==> config.mk <==
export PLATFORM = sky130hd
export DESIGN_NAME = matrix_mac_sequencer_flat
export DESIGN_NICKNAME = d
export VERILOG_FILES = /design/src/rtl/matrix_mac_sequencer_if.sv /design/src/rtl/matrix_mac_sequencer.sv /design/src/flat_wrapper.sv
export SDC_FILE = /design/constraint.sdc
export NUM_CORES = 1
export LEC_CHECK = 0
export ABC_AREA = 1
export CAP_MARGIN = 15
export CELL_PAD_IN_SITES_DETAIL_PLACEMENT = 1
export CELL_PAD_IN_SITES_GLOBAL_PLACEMENT = 1
export CORE_AREA = 4 4 235 237
export DETAILED_ROUTE_END_ITERATION = 10
export DIE_AREA = 0 0 239 241
export MAX_ROUTING_LAYER = met4
export PLACE_DENSITY_LB_ADDON = 0.1
export SLEW_MARGIN = 20
export SYNTH_ARGS = -nofsm -noshare
export SYNTH_HDL_FRONTEND = slang
export SYNTH_SLANG_ARGS = --single-unit
==> constraint.sdc <==
create_clock -name clk -period 8.1 [get_ports clk]
set_input_delay 1.62 -clock clk [delete_from_list [all_inputs] [get_ports clk]]
set_output_delay 1.62 -clock clk [all_outputs]
set_load 0.1 [all_outputs]
==> src/rtl/matrix_mac_sequencer_if.sv <==
// Stream bundle for the matrix MAC sequencer: element input, C-element output and a busy flag.
interface matrix_mac_sequencer_if #(
   parameter int DW = 8,
   parameter int OW = 16
);
   logic          in_valid;
   logic          in_ready;
   logic [DW-1:0] in_data;
   logic          out_valid;
   logic          out_ready;
   logic [OW-1:0] out_data;
   logic          out_last;
   logic          busy;

   modport master (
      output in_valid, in_data, out_ready,
      input  in_ready, out_valid, out_data, out_last, busy
   );

   modport slave (
      input  in_valid, in_data, out_ready,
      output in_ready, out_valid, out_data, out_last, busy
   );
endinterface

==> src/rtl/matrix_mac_sequencer.sv <==
// Loads A then B row-major, computes C = A x B with one MAC per cycle (N^3 cycles), streams C out.
// First out_valid N^3+1 cycles after the last B accept; output register holds while out_ready=0.
module matrix_mac_sequencer #(
   parameter int N  = 4,
   parameter int DW = 8,
   parameter int OW = 16
) (
   input logic                    clk,
   input logic                    rst_n,
   matrix_mac_sequencer_if.slave  bus
);
   localparam int LG = $clog2(N);
   localparam int IW = 2 * LG;
   localparam int CW = 3 * LG;
   localparam int AW = 2 * DW + LG;
   localparam int NN = N * N;
   localparam logic [IW-1:0] LAST_IDX = '1;
   localparam logic [CW-1:0] LAST_CNT = '1;
   localparam logic [LG-1:0] LAST_K   = '1;

   typedef enum logic [1:0] {LOAD_A, LOAD_B, COMPUTE, DRAIN} state_e;

   state_e        state_q, state_d;
   logic [IW-1:0] idx_q, idx_d;
   logic [CW-1:0] cnt_q, cnt_d;
   logic [AW-1:0] acc_q, acc_d;
   logic          in_ready_q, in_ready_d;
   logic          out_valid_q, out_valid_d;
   logic [OW-1:0] out_data_q, out_data_d;
   logic          out_last_q, out_last_d;

   logic [DW-1:0] a_mem_q [NN];
   logic [DW-1:0] b_mem_q [NN];
   logic [OW-1:0] c_mem_q [NN];

   logic          a_we, b_we, c_we;
   logic          in_xfer, out_xfer;
   logic [LG-1:0] i_idx, j_idx, k_idx;
   logic [DW-1:0] a_rd, b_rd;
   logic [2*DW-1:0] prod;
   logic [AW-1:0]   acc_base, mac_sum;
   logic [AW+OW-1:0] acc_ext;
   logic [OW-1:0]  c_wdat;
   logic [IW-1:0]  idx_nxt;

   // The flat compute counter is {i, j, k} with k fastest.
   assign i_idx = cnt_q[CW-1 -: LG];
   assign j_idx = cnt_q[IW-1 -: LG];
   assign k_idx = cnt_q[LG-1:0];

   assign a_rd     = a_mem_q[{i_idx, k_idx}];
   assign b_rd     = b_mem_q[{k_idx, j_idx}];
   assign prod     = {{DW{1'b0}}, a_rd} * {{DW{1'b0}}, b_rd};
   assign acc_base = (k_idx == '0) ? '0 : acc_q;
   assign mac_sum  = {{LG{1'b0}}, prod} + acc_base;
   assign acc_ext  = {{OW{1'b0}}, mac_sum};
   assign c_wdat   = acc_ext[OW-1:0];
   assign idx_nxt  = idx_q + 1'b1;

   assign in_xfer  = bus.in_valid && in_ready_q;
   assign out_xfer = out_valid_q && bus.out_ready;

   always_comb begin
      state_d     = state_q;
      idx_d       = idx_q;
      cnt_d       = cnt_q;
      acc_d       = acc_q;
      out_valid_d = out_valid_q;
      out_data_d  = out_data_q;
      out_last_d  = out_last_q;
      a_we        = 1'b0;
      b_we        = 1'b0;
      c_we        = 1'b0;

      case (state_q)
         LOAD_A: begin
            if (in_xfer) begin
               a_we  = 1'b1;
               idx_d = idx_nxt;
               if (idx_q == LAST_IDX) state_d = LOAD_B;
            end
         end
         LOAD_B: begin
            if (in_xfer) begin
               b_we  = 1'b1;
               idx_d = idx_nxt;
               if (idx_q == LAST_IDX) state_d = COMPUTE;
            end
         end
         COMPUTE: begin
            acc_d = mac_sum;
            cnt_d = cnt_q + 1'b1;
            c_we  = (k_idx == LAST_K);
            if (cnt_q == LAST_CNT) state_d = DRAIN;
         end
         DRAIN: begin
            // One fill cycle loads C[0] into the output register before the first offer.
            if (!out_valid_q) begin
               out_valid_d = 1'b1;
               out_data_d  = c_mem_q[idx_q];
               out_last_d  = (idx_q == LAST_IDX);
            end else if (out_xfer) begin
               if (out_last_q) begin
                  state_d     = LOAD_A;
                  out_valid_d = 1'b0;
                  out_data_d  = '0;
                  out_last_d  = 1'b0;
                  idx_d       = '0;
               end else begin
                  idx_d      = idx_nxt;
                  out_data_d = c_mem_q[idx_nxt];
                  out_last_d = (idx_nxt == LAST_IDX);
               end
            end
         end
         default: state_d = LOAD_A;
      endcase

      in_ready_d = (state_d == LOAD_A) || (state_d == LOAD_B);
   end

   always_ff @(posedge clk or negedge rst_n) begin
      if (!rst_n) begin
         state_q     <= LOAD_A;
         idx_q       <= '0;
         cnt_q       <= '0;
         acc_q       <= '0;
         in_ready_q  <= 1'b0;
         out_valid_q <= 1'b0;
         out_data_q  <= '0;
         out_last_q  <= 1'b0;
      end else begin
         state_q     <= state_d;
         idx_q       <= idx_d;
         cnt_q       <= cnt_d;
         acc_q       <= acc_d;
         in_ready_q  <= in_ready_d;
         out_valid_q <= out_valid_d;
         out_data_q  <= out_data_d;
         out_last_q  <= out_last_d;
      end
   end

   // Matrix storage is deliberately left uninitialised by reset.
   always_ff @(posedge clk) begin
      if (a_we) a_mem_q[idx_q] <= bus.in_data;
      if (b_we) b_mem_q[idx_q] <= bus.in_data;
      if (c_we) c_mem_q[{i_idx, j_idx}] <= c_wdat;
   end

   assign bus.in_ready  = in_ready_q;
   assign bus.out_valid = out_valid_q;
   assign bus.out_data  = out_data_q;
   assign bus.out_last  = out_last_q;
   assign bus.busy      = (state_q == COMPUTE) || (state_q == DRAIN);
endmodule

==> src/flat_wrapper.sv <==
// flat-port wrapper written by rule: the top's interface ports become plain ports
module matrix_mac_sequencer_flat 
#(
   parameter int N  = 4,
   parameter int DW = 8,
   parameter int OW = 16
)
  (clk, rst_n, bus_in_valid, bus_in_data, bus_out_ready, bus_in_ready, bus_out_valid, bus_out_data, bus_out_last, bus_busy);
  matrix_mac_sequencer_if #(.DW(DW), .OW(OW)) bus_i ();
  input logic clk;
  input logic rst_n;
  input wire logic [$bits(bus_i.in_valid)-1:0] bus_in_valid;
  input wire logic [$bits(bus_i.in_data)-1:0] bus_in_data;
  input wire logic [$bits(bus_i.out_ready)-1:0] bus_out_ready;
  output wire logic [$bits(bus_i.in_ready)-1:0] bus_in_ready;
  output wire logic [$bits(bus_i.out_valid)-1:0] bus_out_valid;
  output wire logic [$bits(bus_i.out_data)-1:0] bus_out_data;
  output wire logic [$bits(bus_i.out_last)-1:0] bus_out_last;
  output wire logic [$bits(bus_i.busy)-1:0] bus_busy;
  assign bus_i.in_valid = bus_in_valid;
  assign bus_i.in_data = bus_in_data;
  assign bus_i.out_ready = bus_out_ready;
  assign bus_in_ready = bus_i.in_ready;
  assign bus_out_valid = bus_i.out_valid;
  assign bus_out_data = bus_i.out_data;
  assign bus_out_last = bus_i.out_last;
  assign bus_busy = bus_i.busy;
  matrix_mac_sequencer #(.N(N), .DW(DW), .OW(OW)) u_core (.clk(clk), .rst_n(rst_n), .bus(bus_i));
endmodule
==> report_table.html, run 1 <==
<table>
<tr><th>Metric</th><th>Value</th></tr>
<tr><th colspan="2">Floorplanning</th></tr>
<tr><td>Die ar.</td><td>57,600 um^2</td></tr>
<tr><td>Die height</td><td>241 um</td></tr>
<tr><td>Core Rows</td><td>85</td></tr>
<tr><td>Starting density of the core</td><td>0.535</td></tr>
<tr><td>Die outline width</td><td>239 um</td></tr>
<tr><td>Core footprint</td><td>53,300 um^2</td></tr>
<tr><td>I/O Pins</td><td>32</td></tr>
<tr><th colspan="2">Synth</th></tr>
<tr><td>Most used flip-flop cell after synthesis</td><td>sky130_fd_sc_hd__edfxtp_1</td></tr>
<tr><td>Synthesized area per cell</td><td>9.36 um^2</td></tr>
<tr><td>Cell Area, Synth</td><td>28,500 um^2</td></tr>
<tr><td>Flop and latch count out of synthesis</td><td>559</td></tr>
<tr><td>Post-synthesis sequential area ratio</td><td>0.580</td></tr>
<tr><td>Top-area cell type share of the netlist area</td><td>0.539</td></tr>
<tr><td>Cells taking the most area after synthesis</td><td>sky130_fd_sc_hd__edfxtp_1, sky130_fd_sc_hd__nand2_1, sky130_fd_sc_hd__nand3_1</td></tr>
<tr><td>Number of flops mapped to enable cells by yosys</td><td>512</td></tr>
<tr><td>Total number of yosys warnings</td><td>0</td></tr>
<tr><td>Netlist cell types</td><td>38</td></tr>
<tr><td>Synthesized netlist net count</td><td>3,152</td></tr>
<tr><td>Synthesized instance count</td><td>3,049</td></tr>
<tr><td>Post-synthesis async set-or-reset flop share</td><td>0.0841</td></tr>
<tr><td>Leading area contributor after synthesis</td><td>sky130_fd_sc_hd__edfxtp_1</td></tr>
<tr><th colspan="2">Timing</th></tr>
<tr><td>Tcrit/Tclk final</td><td>0.798</td></tr>
<tr><td>Number of max-slew violations in the final report</td><td>0</td></tr>
<tr><td>Setup tns final</td><td>0 ns</td></tr>
<tr><td>Transition time at the pin with the least slew margin</td><td>1.19 ns</td></tr>
<tr><td>Final hold vios</td><td>0</td></tr>
<tr><td>Total of endpoints with negative setup slack in the final report</td><td>0</td></tr>
<tr><td>Relative slew slack</td><td>0.205</td></tr>
<tr><td>Minimum hold slack</td><td>0.488 ns</td></tr>
<tr><td>Worst clock skew</td><td>0.0205 ns</td></tr>
<tr><td>Timing-limited maximum frequency</td><td>0.155 GHz</td></tr>
<tr><td>Time the final worst path needs with I/O delays and setup</td><td>6.46 ns</td></tr>
<tr><td>Unrepaired setup endpoints after global routing</td><td>no</td></tr>
<tr><th colspan="2">Layout</th></tr>
<tr><td>Area used by multi-input combinational logic</td><td>9750 um^2</td></tr>
<tr><td>Most frequent standard cell in the layout excluding fill and tap cells</td><td>sky130_fd_sc_hd__nand2_1</td></tr>
<tr><td>Share of final-layout standard cells stronger than drive strength 1</td><td>0.0700</td></tr>
<tr><td>Number of standard cells in the final layout excluding fillers</td><td>3,799</td></tr>
<tr><td>Most used cells in the layout excluding fill and tap cells</td><td>sky130_fd_sc_hd__nand2_1, sky130_fd_sc_hd__edfxtp_1, sky130_fd_sc_hd__inv_1</td></tr>
<tr><td>Number of fill cells</td><td>6,013</td></tr>
<tr><td>Post-layout net count</td><td>3,158</td></tr>
<tr><td>Layout overhead on the synthesized area</td><td>10.5%</td></tr>
<tr><td>Area used by sequential logic in the layout</td><td>16,600 um^2</td></tr>
<tr><th colspan="2">Min path</th></tr>
<tr><td>Type of the worst min-delay path</td><td>reg -&gt; reg</td></tr>
<tr><th colspan="2">Placement</th></tr>
<tr><td>Cell count after placement</td><td>3,692</td></tr>
<tr><td>Count of buffers inserted at the top-level ports</td><td>31</td></tr>
<tr><td>Routability congestion estimate from global placement</td><td>0.944</td></tr>
<tr><td>Post-detail-place hpwl</td><td>57.2 mm</td></tr>
<tr><th colspan="2">Clock tree</th></tr>
<tr><td>Quantity of gates resized following cts</td><td>0</td></tr>
<tr><td>Clock-pin transition on the worst setup and hold timing paths</td><td>0.07 ns</td></tr>
<tr><td>Clock network latency to the later pin of the worst-skew pair</td><td>0.63 ns</td></tr>
<tr><td>Clock root buffer</td><td>sky130_fd_sc_hd__clkbuf_16</td></tr>
<tr><td>Buffer depth of the longest clock path</td><td>3</td></tr>
<tr><td>Clock tree from TritonCTS</td><td>done</td></tr>
<tr><td>Number of CTS-inserted buffers</td><td>57</td></tr>
<tr><td>Clock net sink count</td><td>559</td></tr>
<tr><td>H-tree level count</td><td>2</td></tr>
<tr><td>Post-CTS setup buffers</td><td>0</td></tr>
<tr><td># hold bufs at CTS</td><td>0</td></tr>
<tr><th colspan="2">Worst setup path</th></tr>
<tr><td>Setup Crit Path Kind</td><td>reg -&gt; reg</td></tr>
<tr><td>CP max FO</td><td>20</td></tr>
<tr><td>Req. time, crit path</td><td>8.38 ns</td></tr>
<tr><td>Arrival time at the worst endpoint</td><td>6.74 ns</td></tr>
<tr><td>Kind of start point of the critical path</td><td>flop</td></tr>
<tr><td>Kind of end point of the critical path</td><td>flop</td></tr>
<tr><th colspan="2">Global route</th></tr>
<tr><td>Maximum number of pins on one net before global-route repair</td><td>207</td></tr>
<tr><td>Vias in the first global route</td><td>24,200</td></tr>
<tr><td>Initial antenna violation count</td><td>4</td></tr>
<tr><td>Total track usage</td><td>0.333</td></tr>
<tr><td>Total congestion overflow</td><td>0</td></tr>
<tr><td>First-pass GRT wire length</td><td>141 mm</td></tr>
<tr><th colspan="2">Route</th></tr>
<tr><td>DR pass1 iterations</td><td>6</td></tr>
<tr><td>Remaining design rule violation count</td><td>0</td></tr>
<tr><td>Count of nets left with antenna violations after detail routing</td><td>0</td></tr>
<tr><td>Mean routed wirelength per cell</td><td>24.7 um</td></tr>
<tr><td>Vias per Instance</td><td>5.92</td></tr>
<tr><td>Final wirelength</td><td>93.7 mm</td></tr>
<tr><td>Drt initial violations</td><td>2,025</td></tr>
<tr><td>Via count of the routed design</td><td>22,500</td></tr>
<tr><th colspan="2">Status</th></tr>
<tr><td>Run status</td><td>finished, final reports clean</td></tr>
<tr><th colspan="2">Job</th></tr>
<tr><td>Max Cap Viol</td><td>0</td></tr>
</table>
## cells in the mapped netlist (all sizes together) (6+ instances only)
cell type and n:
buf 116, o21ai 78, nor3 42, clkinv 6, clkbuf 29, a22oi 47, o211ai 26, fa 50
ha 41, nor2 79, a21oi 16, dfrtp 47, xor2 11, o22ai 6, nand4 26, edfxtp 512
nand2 1084, nand3 376, inv 443
## final timing paths
check | end | slack, ns | from | depth (start not counted)
max | u_core.c_mem_q[9][9] | 1.64 | u_core.cnt_q[3] | 21
min reg2reg | u_core.bus.out_data[14] | 0.49 | u_core.bus.out_data[14] | 2
max in group asynchronous | u_core.idx_q[0] | 6.34 | rst_n | 2
min in group asynchronous | u_core.bus.out_data[4] | 1.13 | rst_n | 2
max reg2reg | u_core.c_mem_q[9][9] | 1.64 | u_core.cnt_q[3] | 21
min | u_core.bus.out_data[14] | 0.49 | u_core.bus.out_data[14] | 2
## metal layers
metal  global-route usage  vias up  routed length [um]
met4                0.154        0                4410
met2                0.544      980               46000
met1                0.415    11300               37000
li1                     -     9926                   -
met5                    -        -                   0
met3               0.0480      269                6320
## worst max-delay path: stages, from the launching register on
cell and delay [ns]:
sky130_fd_sc_hd__dfrtp_1 0.48, sky130_fd_sc_hd__nor2_2 0.79, sky130_fd_sc_hd__a22oi_1 0.26, sky130_fd_sc_hd__nand2_1 0.18, sky130_fd_sc_hd__nand2_1 0.09, sky130_fd_sc_hd__nand2_1 0.11
sky130_fd_sc_hd__inv_1 0.06, sky130_fd_sc_hd__nand2_2 0.19, sky130_fd_sc_hd__nand2_1 0.12, sky130_fd_sc_hd__fa_1 0.51, sky130_fd_sc_hd__inv_1 0.06, sky130_fd_sc_hd__fa_1 0.50
sky130_fd_sc_hd__inv_1 0.06, sky130_fd_sc_hd__fa_1 0.49, sky130_fd_sc_hd__fa_1 0.49, sky130_fd_sc_hd__inv_1 0.04, sky130_fd_sc_hd__ha_1 0.36, sky130_fd_sc_hd__a21oi_1 0.21
sky130_fd_sc_hd__nand2_1 0.15, sky130_fd_sc_hd__nand2_1 0.09, sky130_fd_sc_hd__nand2_1 0.06, sky130_fd_sc_hd__xor2_1 0.80
## flip-flops by register name (all words and copies together), names as in the netlist
register	cells
u_core.c_mem_q	256
u_core.a_mem_q	128
u_core.b_mem_q	128
u_core.acc_q	16
u_core.bus.out_data	16
u_core.cnt_q	6
u_core.idx_q	4
u_core.state_q	2
u_core.bus.in_ready	1
u_core.bus.out_last	1
u_core.bus.out_valid	1
## cell families after synthesis
kind of cell | after synthesis | share of synthesized area
AOI/OAI and AO/OA | 176 | 0.0379
xor gates and xnor gates | 15 | 0.00526
adders and majority gates | 91 | 0.0531
buffers and inverters | 594 | 0.0841
DFF | 559 | 0.580
and+or+nand+nor | 1614 | 0.239
## stage by stage
step                area [um^2]   util  setup slack (ns)
finish                    31500  0.592              1.64
global route              31500  0.592              1.18
CTS                       31500  0.591              1.64
detailed placement        29600  0.556              1.67
global placement          29600  0.556              1.92
floorplan                 28500      -              2.98
## final cells by class
| type | count | area share |
|---|---|---|
| Timing Repair Buffer | 92 | 0.0244 |
| Clock buffer | 72 | 0.0486 |
| Clock inverter | 32 | 0.0112 |
| Antenna cell | 3 | 0.000238 |
| Sequential cell | 559 | 0.525 |
| Inverter | 449 | 0.0536 |
| Multi-Input combinational cell | 1896 | 0.309 |
| Tap cell | 696 | 0.0276 |
Power of run 1 is left out: the tool's default activity adds up to more than one toggle a clock period on the data nets, which glitch-free logic cannot reach.
==> run 2: changes to the inputs <==
--- a/config.mk
+++ b/config.mk
@@ -9,9 +9,9 @@
 export CAP_MARGIN = 15
 export CELL_PAD_IN_SITES_DETAIL_PLACEMENT = 1
 export CELL_PAD_IN_SITES_GLOBAL_PLACEMENT = 1
-export CORE_AREA = 4 4 235 237
+export CORE_AREA = 4 4 257 259
 export DETAILED_ROUTE_END_ITERATION = 10
-export DIE_AREA = 0 0 239 241
+export DIE_AREA = 0 0 261 263
 export MAX_ROUTING_LAYER = met4
 export PLACE_DENSITY_LB_ADDON = 0.1
 export SLEW_MARGIN = 20
==> constraint.sdc (replaced) <==
create_clock -name clk -period 5.31 [get_ports clk]
set_input_delay 1.062 -clock clk [delete_from_list [all_inputs] [get_ports clk]]
set_output_delay 1.062 -clock clk [all_outputs]
set_load 0.1 [all_outputs]
==> run 2 against run 1 <==
  * The run now ends with negative setup slack left
  * Critical path depth is 4 higher
  * Clock skew is 0.0057 ns higher
  * Utilization is 4.5 points lower
  * Count of clock-buffer cells in the layout is 2 lower
  * Via count is 2.4% higher
  * First-iteration DRC count is 14% lower
  * Register-to-register slack worse by 1.8 ns
  * Critical endpoint is now u_core.c_mem_q[3][12]
==> report_table.html, run 2 (synthesized netlist as in run 1, its figures left out) <==
<table>
<tr><th>Metric</th><th>Value</th></tr>
<tr><th colspan="2">Clock tree</th></tr>
<tr><td>Clock root buffer</td><td>sky130_fd_sc_hd__clkbuf_16 (unchanged)</td></tr>
<tr><td>Clock tree from TritonCTS</td><td>done (unchanged)</td></tr>
<tr><td>Clock network latency to the later pin of the worst-skew pair</td><td>0.65 ns (was 0.63 ns)</td></tr>
<tr><td>Buffer depth of the longest clock path</td><td>3 (unchanged)</td></tr>
<tr><td>Clock net sink count</td><td>559 (unchanged)</td></tr>
<tr><td>Number of CTS-inserted buffers</td><td>61 (was 57)</td></tr>
<tr><td>Clock-pin transition on the worst setup and hold timing paths</td><td>0.07 ns (about the same)</td></tr>
<tr><td>H-tree level count</td><td>2 (unchanged)</td></tr>
<tr><td># hold bufs at CTS</td><td>0 (unchanged)</td></tr>
<tr><th colspan="2">Worst setup path</th></tr>
<tr><td>Reg2Reg Setup Slack</td><td>-0.13 ns (was 1.64 ns)</td></tr>
<tr><td>R2r endpoint</td><td>u_core.c_mem_q[3][12] (was u_core.c_mem_q[9][9])</td></tr>
<tr><td>Setup Crit Path Kind</td><td>reg -&gt; reg (unchanged)</td></tr>
<tr><td>Arrival time at the worst endpoint</td><td>5.82 ns (was 6.74 ns)</td></tr>
<tr><td>Kind of start point of the critical path</td><td>flop (unchanged)</td></tr>
<tr><td>Source of the worst register-to-register timing path</td><td>u_core.cnt_q[1] (was u_core.cnt_q[3])</td></tr>
<tr><td>Worst r2r path cells</td><td>25 (was 21)</td></tr>
<tr><td>Req. time, crit path</td><td>5.69 ns (was 8.38 ns)</td></tr>
<tr><td>Kind of end point of the critical path</td><td>flop (unchanged)</td></tr>
<tr><td>CP max FO</td><td>8 (was 20)</td></tr>
<tr><th colspan="2">Layout</th></tr>
<tr><td>Share of final-layout standard cells stronger than drive strength 1</td><td>0.182 (was 0.0700)</td></tr>
<tr><td>Post-layout net count</td><td>3,361 (was 3,158)</td></tr>
<tr><td>Number of diodes added for antenna fixing</td><td>0 (was 3)</td></tr>
<tr><td>Most used cells in the layout excluding fill and tap cells</td><td>sky130_fd_sc_hd__nand2_1, sky130_fd_sc_hd__edfxtp_1, sky130_fd_sc_hd__inv_1 (unchanged)</td></tr>
<tr><td>Final cell area excluding filler cells</td><td>34,900 um^2 (was 31,500 um^2)</td></tr>
<tr><td>Layout overhead on the synthesized area</td><td>22.5% (was 10.5%)</td></tr>
<tr><td>Number of flip-flops under the largest register name</td><td>256 (unchanged)</td></tr>
<tr><td>Most frequent standard cell in the layout excluding fill and tap cells</td><td>sky130_fd_sc_hd__nand2_1 (unchanged)</td></tr>
<tr><td>Area used by multi-input combinational logic</td><td>10,600 um^2 (was 9750 um^2)</td></tr>
<tr><td>Largest registers</td><td>u_core.c_mem_q (256), u_core.a_mem_q (128), u_core.b_mem_q (128) (unchanged)</td></tr>
<tr><td>Area used by sequential logic in the layout</td><td>16,600 um^2 (about the same)</td></tr>
<tr><td>Number of fill cells</td><td>7,015 (was 6,013)</td></tr>
<tr><td>Register name with the most flops</td><td>u_core.c_mem_q (unchanged)</td></tr>
<tr><th colspan="2">Floorplanning</th></tr>
<tr><td>Core footprint</td><td>63,900 um^2 (was 53,300 um^2)</td></tr>
<tr><td>Die ar.</td><td>68,600 um^2 (was 57,600 um^2)</td></tr>
<tr><td>Die outline width</td><td>261 um (was 239 um)</td></tr>
<tr><td>Starting density of the core</td><td>0.447 (was 0.535)</td></tr>
<tr><td>I/O Pins</td><td>32 (unchanged)</td></tr>
<tr><td>Die height</td><td>263 um (was 241 um)</td></tr>
<tr><td>Core Rows</td><td>93 (was 85)</td></tr>
<tr><th colspan="2">Min path</th></tr>
<tr><td>Depth of the worst hold-timing path</td><td>2 (unchanged)</td></tr>
<tr><td>Type of the worst min-delay path</td><td>reg -&gt; reg (unchanged)</td></tr>
<tr><td>End point of the worst hold path</td><td>u_core.bus.out_data[1] (was u_core.bus.out_data[14])</td></tr>
<tr><td>Hold Crit Start</td><td>u_core.bus.out_data[1] (was u_core.bus.out_data[14])</td></tr>
<tr><th colspan="2">Placement</th></tr>
<tr><td>Routability congestion estimate from global placement</td><td>0.902 (was 0.944)</td></tr>
<tr><td>Count of buffers inserted at the top-level ports</td><td>31 (unchanged)</td></tr>
<tr><td>Placement-stage cell area</td><td>30,900 um^2 (was 29,600 um^2)</td></tr>
<tr><td>Post-detail-place hpwl</td><td>58.6 mm (was 57.2 mm)</td></tr>
<tr><th colspan="2">Route</th></tr>
<tr><td>Mean routed wirelength per cell</td><td>23.8 um (was 24.7 um)</td></tr>
<tr><td>Drt initial violations</td><td>1,747 (was 2,025)</td></tr>
<tr><td>Remaining design rule violation count</td><td>0 (unchanged)</td></tr>
<tr><td>DR pass1 iterations</td><td>7 (was 6)</td></tr>
<tr><td>Final wirelength</td><td>99.3 mm (was 93.7 mm)</td></tr>
<tr><td>Count of nets left with antenna violations after detail routing</td><td>0 (unchanged)</td></tr>
<tr><td>Via count of the routed design</td><td>23,000 (was 22,500)</td></tr>
<tr><td>Vias per Instance</td><td>5.52 (was 5.92)</td></tr>
<tr><th colspan="2">Timing</th></tr>
<tr><td>Unrepaired setup endpoints after global routing</td><td>yes (was no)</td></tr>
<tr><td>Tcrit/Tclk final</td><td>1.02 (was 0.798)</td></tr>
<tr><td>Smallest setup slack after layout</td><td>-0.128 ns (was 1.64 ns)</td></tr>
<tr><td>Time the final worst path needs with I/O delays and setup</td><td>5.44 ns (was 6.46 ns)</td></tr>
<tr><td>Number of max-slew violations in the final report</td><td>0 (unchanged)</td></tr>
<tr><td>Transition time at the pin with the least slew margin</td><td>1.16 ns (was 1.19 ns)</td></tr>
<tr><td>Timing-limited maximum frequency</td><td>0.184 GHz (was 0.155 GHz)</td></tr>
<tr><td>Final hold vios</td><td>0 (unchanged)</td></tr>
<tr><td>Total of endpoints with negative setup slack in the final report</td><td>118 (was 0)</td></tr>
<tr><td>Worst clock skew</td><td>0.0262 ns (was 0.0205 ns)</td></tr>
<tr><td>Relative slew slack</td><td>0.229 (was 0.205)</td></tr>
<tr><th colspan="2">Global route</th></tr>
<tr><td>Initial antenna violation count</td><td>0 (was 4)</td></tr>
<tr><td>First-pass GRT wire length</td><td>144 mm (was 141 mm)</td></tr>
<tr><td>Total congestion overflow</td><td>0 (unchanged)</td></tr>
<tr><td>Total track usage</td><td>0.286 (was 0.333)</td></tr>
<tr><td>Maximum number of pins on one net before global-route repair</td><td>109 (was 207)</td></tr>
<tr><td>Vias in the first global route</td><td>23,800 (was 24,200)</td></tr>
<tr><th colspan="2">Job</th></tr>
<tr><td>Max Cap Viol</td><td>0 (unchanged)</td></tr>
<tr><th colspan="2">Status</th></tr>
<tr><td>Violated checks</td><td>negative setup slack</td></tr>
<tr><td>Run status</td><td>complete, but fails checks (was finished, final reports clean)</td></tr>
</table>
-- run 2: changes by cell type in the layout (fill, tap and decap cells not counted), moves of 13 or more --
cell,before,now
sky130_fd_sc_hd__inv_2,10,35
sky130_fd_sc_hd__inv_1,431,400
sky130_fd_sc_hd__a22oi_1,47,33
sky130_fd_sc_hd__o21ai_1,17,30
sky130_fd_sc_hd__o21ai_0,60,34
sky130_fd_sc_hd__nand2_1,1074,1028
sky130_fd_sc_hd__buf_4,57,172
sky130_fd_sc_hd__buf_12,2,24
sky130_fd_sc_hd__buf_6,2,49
sky130_fd_sc_hd__nand2_4,0,18
sky130_fd_sc_hd__nand2_2,10,38
sky130_fd_sc_hd__nor2_1,65,47
sky130_fd_sc_hd__a22oi_2,0,14
-- run 2: through the flow --
step / worst slack [ns] / hold WS (ns) / setup TNS [ns] / instances / utilization
6_report: -0.128 / 0.486 / -7.58 / 4166 / 0.547
3_3_place_gp: -0.524 / 0.467 / -52.16 / 3978 / 0.483
2_1_floorplan: 0.193 / 0.442 / 0 / 3049 / -
3_5_place_dp: -0.574 / 0.469 / -58.60 / 3978 / 0.484
4_1_cts: -0.0109 / 0.487 / -0.0522 / 4132 / 0.527
5_1_grt: -0.296 / 0.515 / -31.95 / 4166 / 0.547
-- run 2: worst max path at each step --
stage | slack [ns] | from | end | cells past startpoint
4_1_cts | -0.01 | u_core.cnt_q[2] | u_core.c_mem_q[15][12] | 23
6_report | -0.13 | u_core.cnt_q[1] | u_core.c_mem_q[3][12] | 25
5_1_grt | -0.30 | u_core.cnt_q[2] | u_core.c_mem_q[8][10] | 29
2_1_floorplan | 0.19 | u_core.cnt_q[0] | u_core.c_mem_q[0][10] | 25
3_3_place_gp | -0.52 | u_core.cnt_q[0] | u_core.c_mem_q[0][11] | 22
3_5_place_dp | -0.57 | u_core.cnt_q[0] | u_core.c_mem_q[3][11] | 22
-- run 2: final cells by class --
type	instances	share of cell area
Tap cell	855	0.0306
Inverter	449	0.0492
Clock inverter	46	0.0151
Multi-Input combinational cell	1898	0.303
Timing Repair inverter	1	0.000466
Clock buffer	70	0.0452
Timing Repair Buffer	288	0.0826
Sequential cell	559	0.474
-- run 2: critical path, cell delays in order, from the launching register on --
cell                       delay (ns)
sky130_fd_sc_hd__dfrtp_2         0.48
sky130_fd_sc_hd__nand2_4         0.14
sky130_fd_sc_hd__clkinv_8        0.09
sky130_fd_sc_hd__buf_8           0.15
sky130_fd_sc_hd__nand2_2         0.06
sky130_fd_sc_hd__o211ai_1        0.14
sky130_fd_sc_hd__nand2_1         0.16
sky130_fd_sc_hd__nand4_4         0.16
sky130_fd_sc_hd__buf_6           0.17
sky130_fd_sc_hd__buf_6           0.11
sky130_fd_sc_hd__nand2_2         0.06
sky130_fd_sc_hd__inv_2           0.04
sky130_fd_sc_hd__fa_1            0.53
sky130_fd_sc_hd__inv_1           0.07
sky130_fd_sc_hd__fa_1            0.52
sky130_fd_sc_hd__fa_2            0.45
sky130_fd_sc_hd__fa_1            0.51
sky130_fd_sc_hd__inv_2           0.05
sky130_fd_sc_hd__ha_4            0.22
sky130_fd_sc_hd__buf_6           0.13
sky130_fd_sc_hd__a21oi_4         0.19
sky130_fd_sc_hd__buf_6           0.13
sky130_fd_sc_hd__nor2_4          0.03
sky130_fd_sc_hd__nor2_4          0.11
sky130_fd_sc_hd__nand4_1         0.20
sky130_fd_sc_hd__and2_4          0.26
-- run 2: metal layers --
| metal | vias to the layer above | GRT usage | part of all wire |
|---|---|---|---|
| li1 | 10300 | - | - |
| met1 | 11600 | 0.368 | 0.40 |
| met2 | 800 | 0.470 | 0.49 |
| met3 | 229 | 0.0343 | 0.061 |
| met4 | 0 | 0.105 | 0.043 |
| met5 | - | - | 0 |
-- run 2: what timing repair did --
| action | 4_1_cts | 5_1_grt |
|---|---|---|
| setup buffers | 33 | 30 |
| endpoints found under the setup margin | 169 | 170 |
| gates cloned | 6 | 7 |
| pin swaps | 35 | 58 |
| resized for setup | 75 | 261 |
Power of run 2 is left out for the same reason.
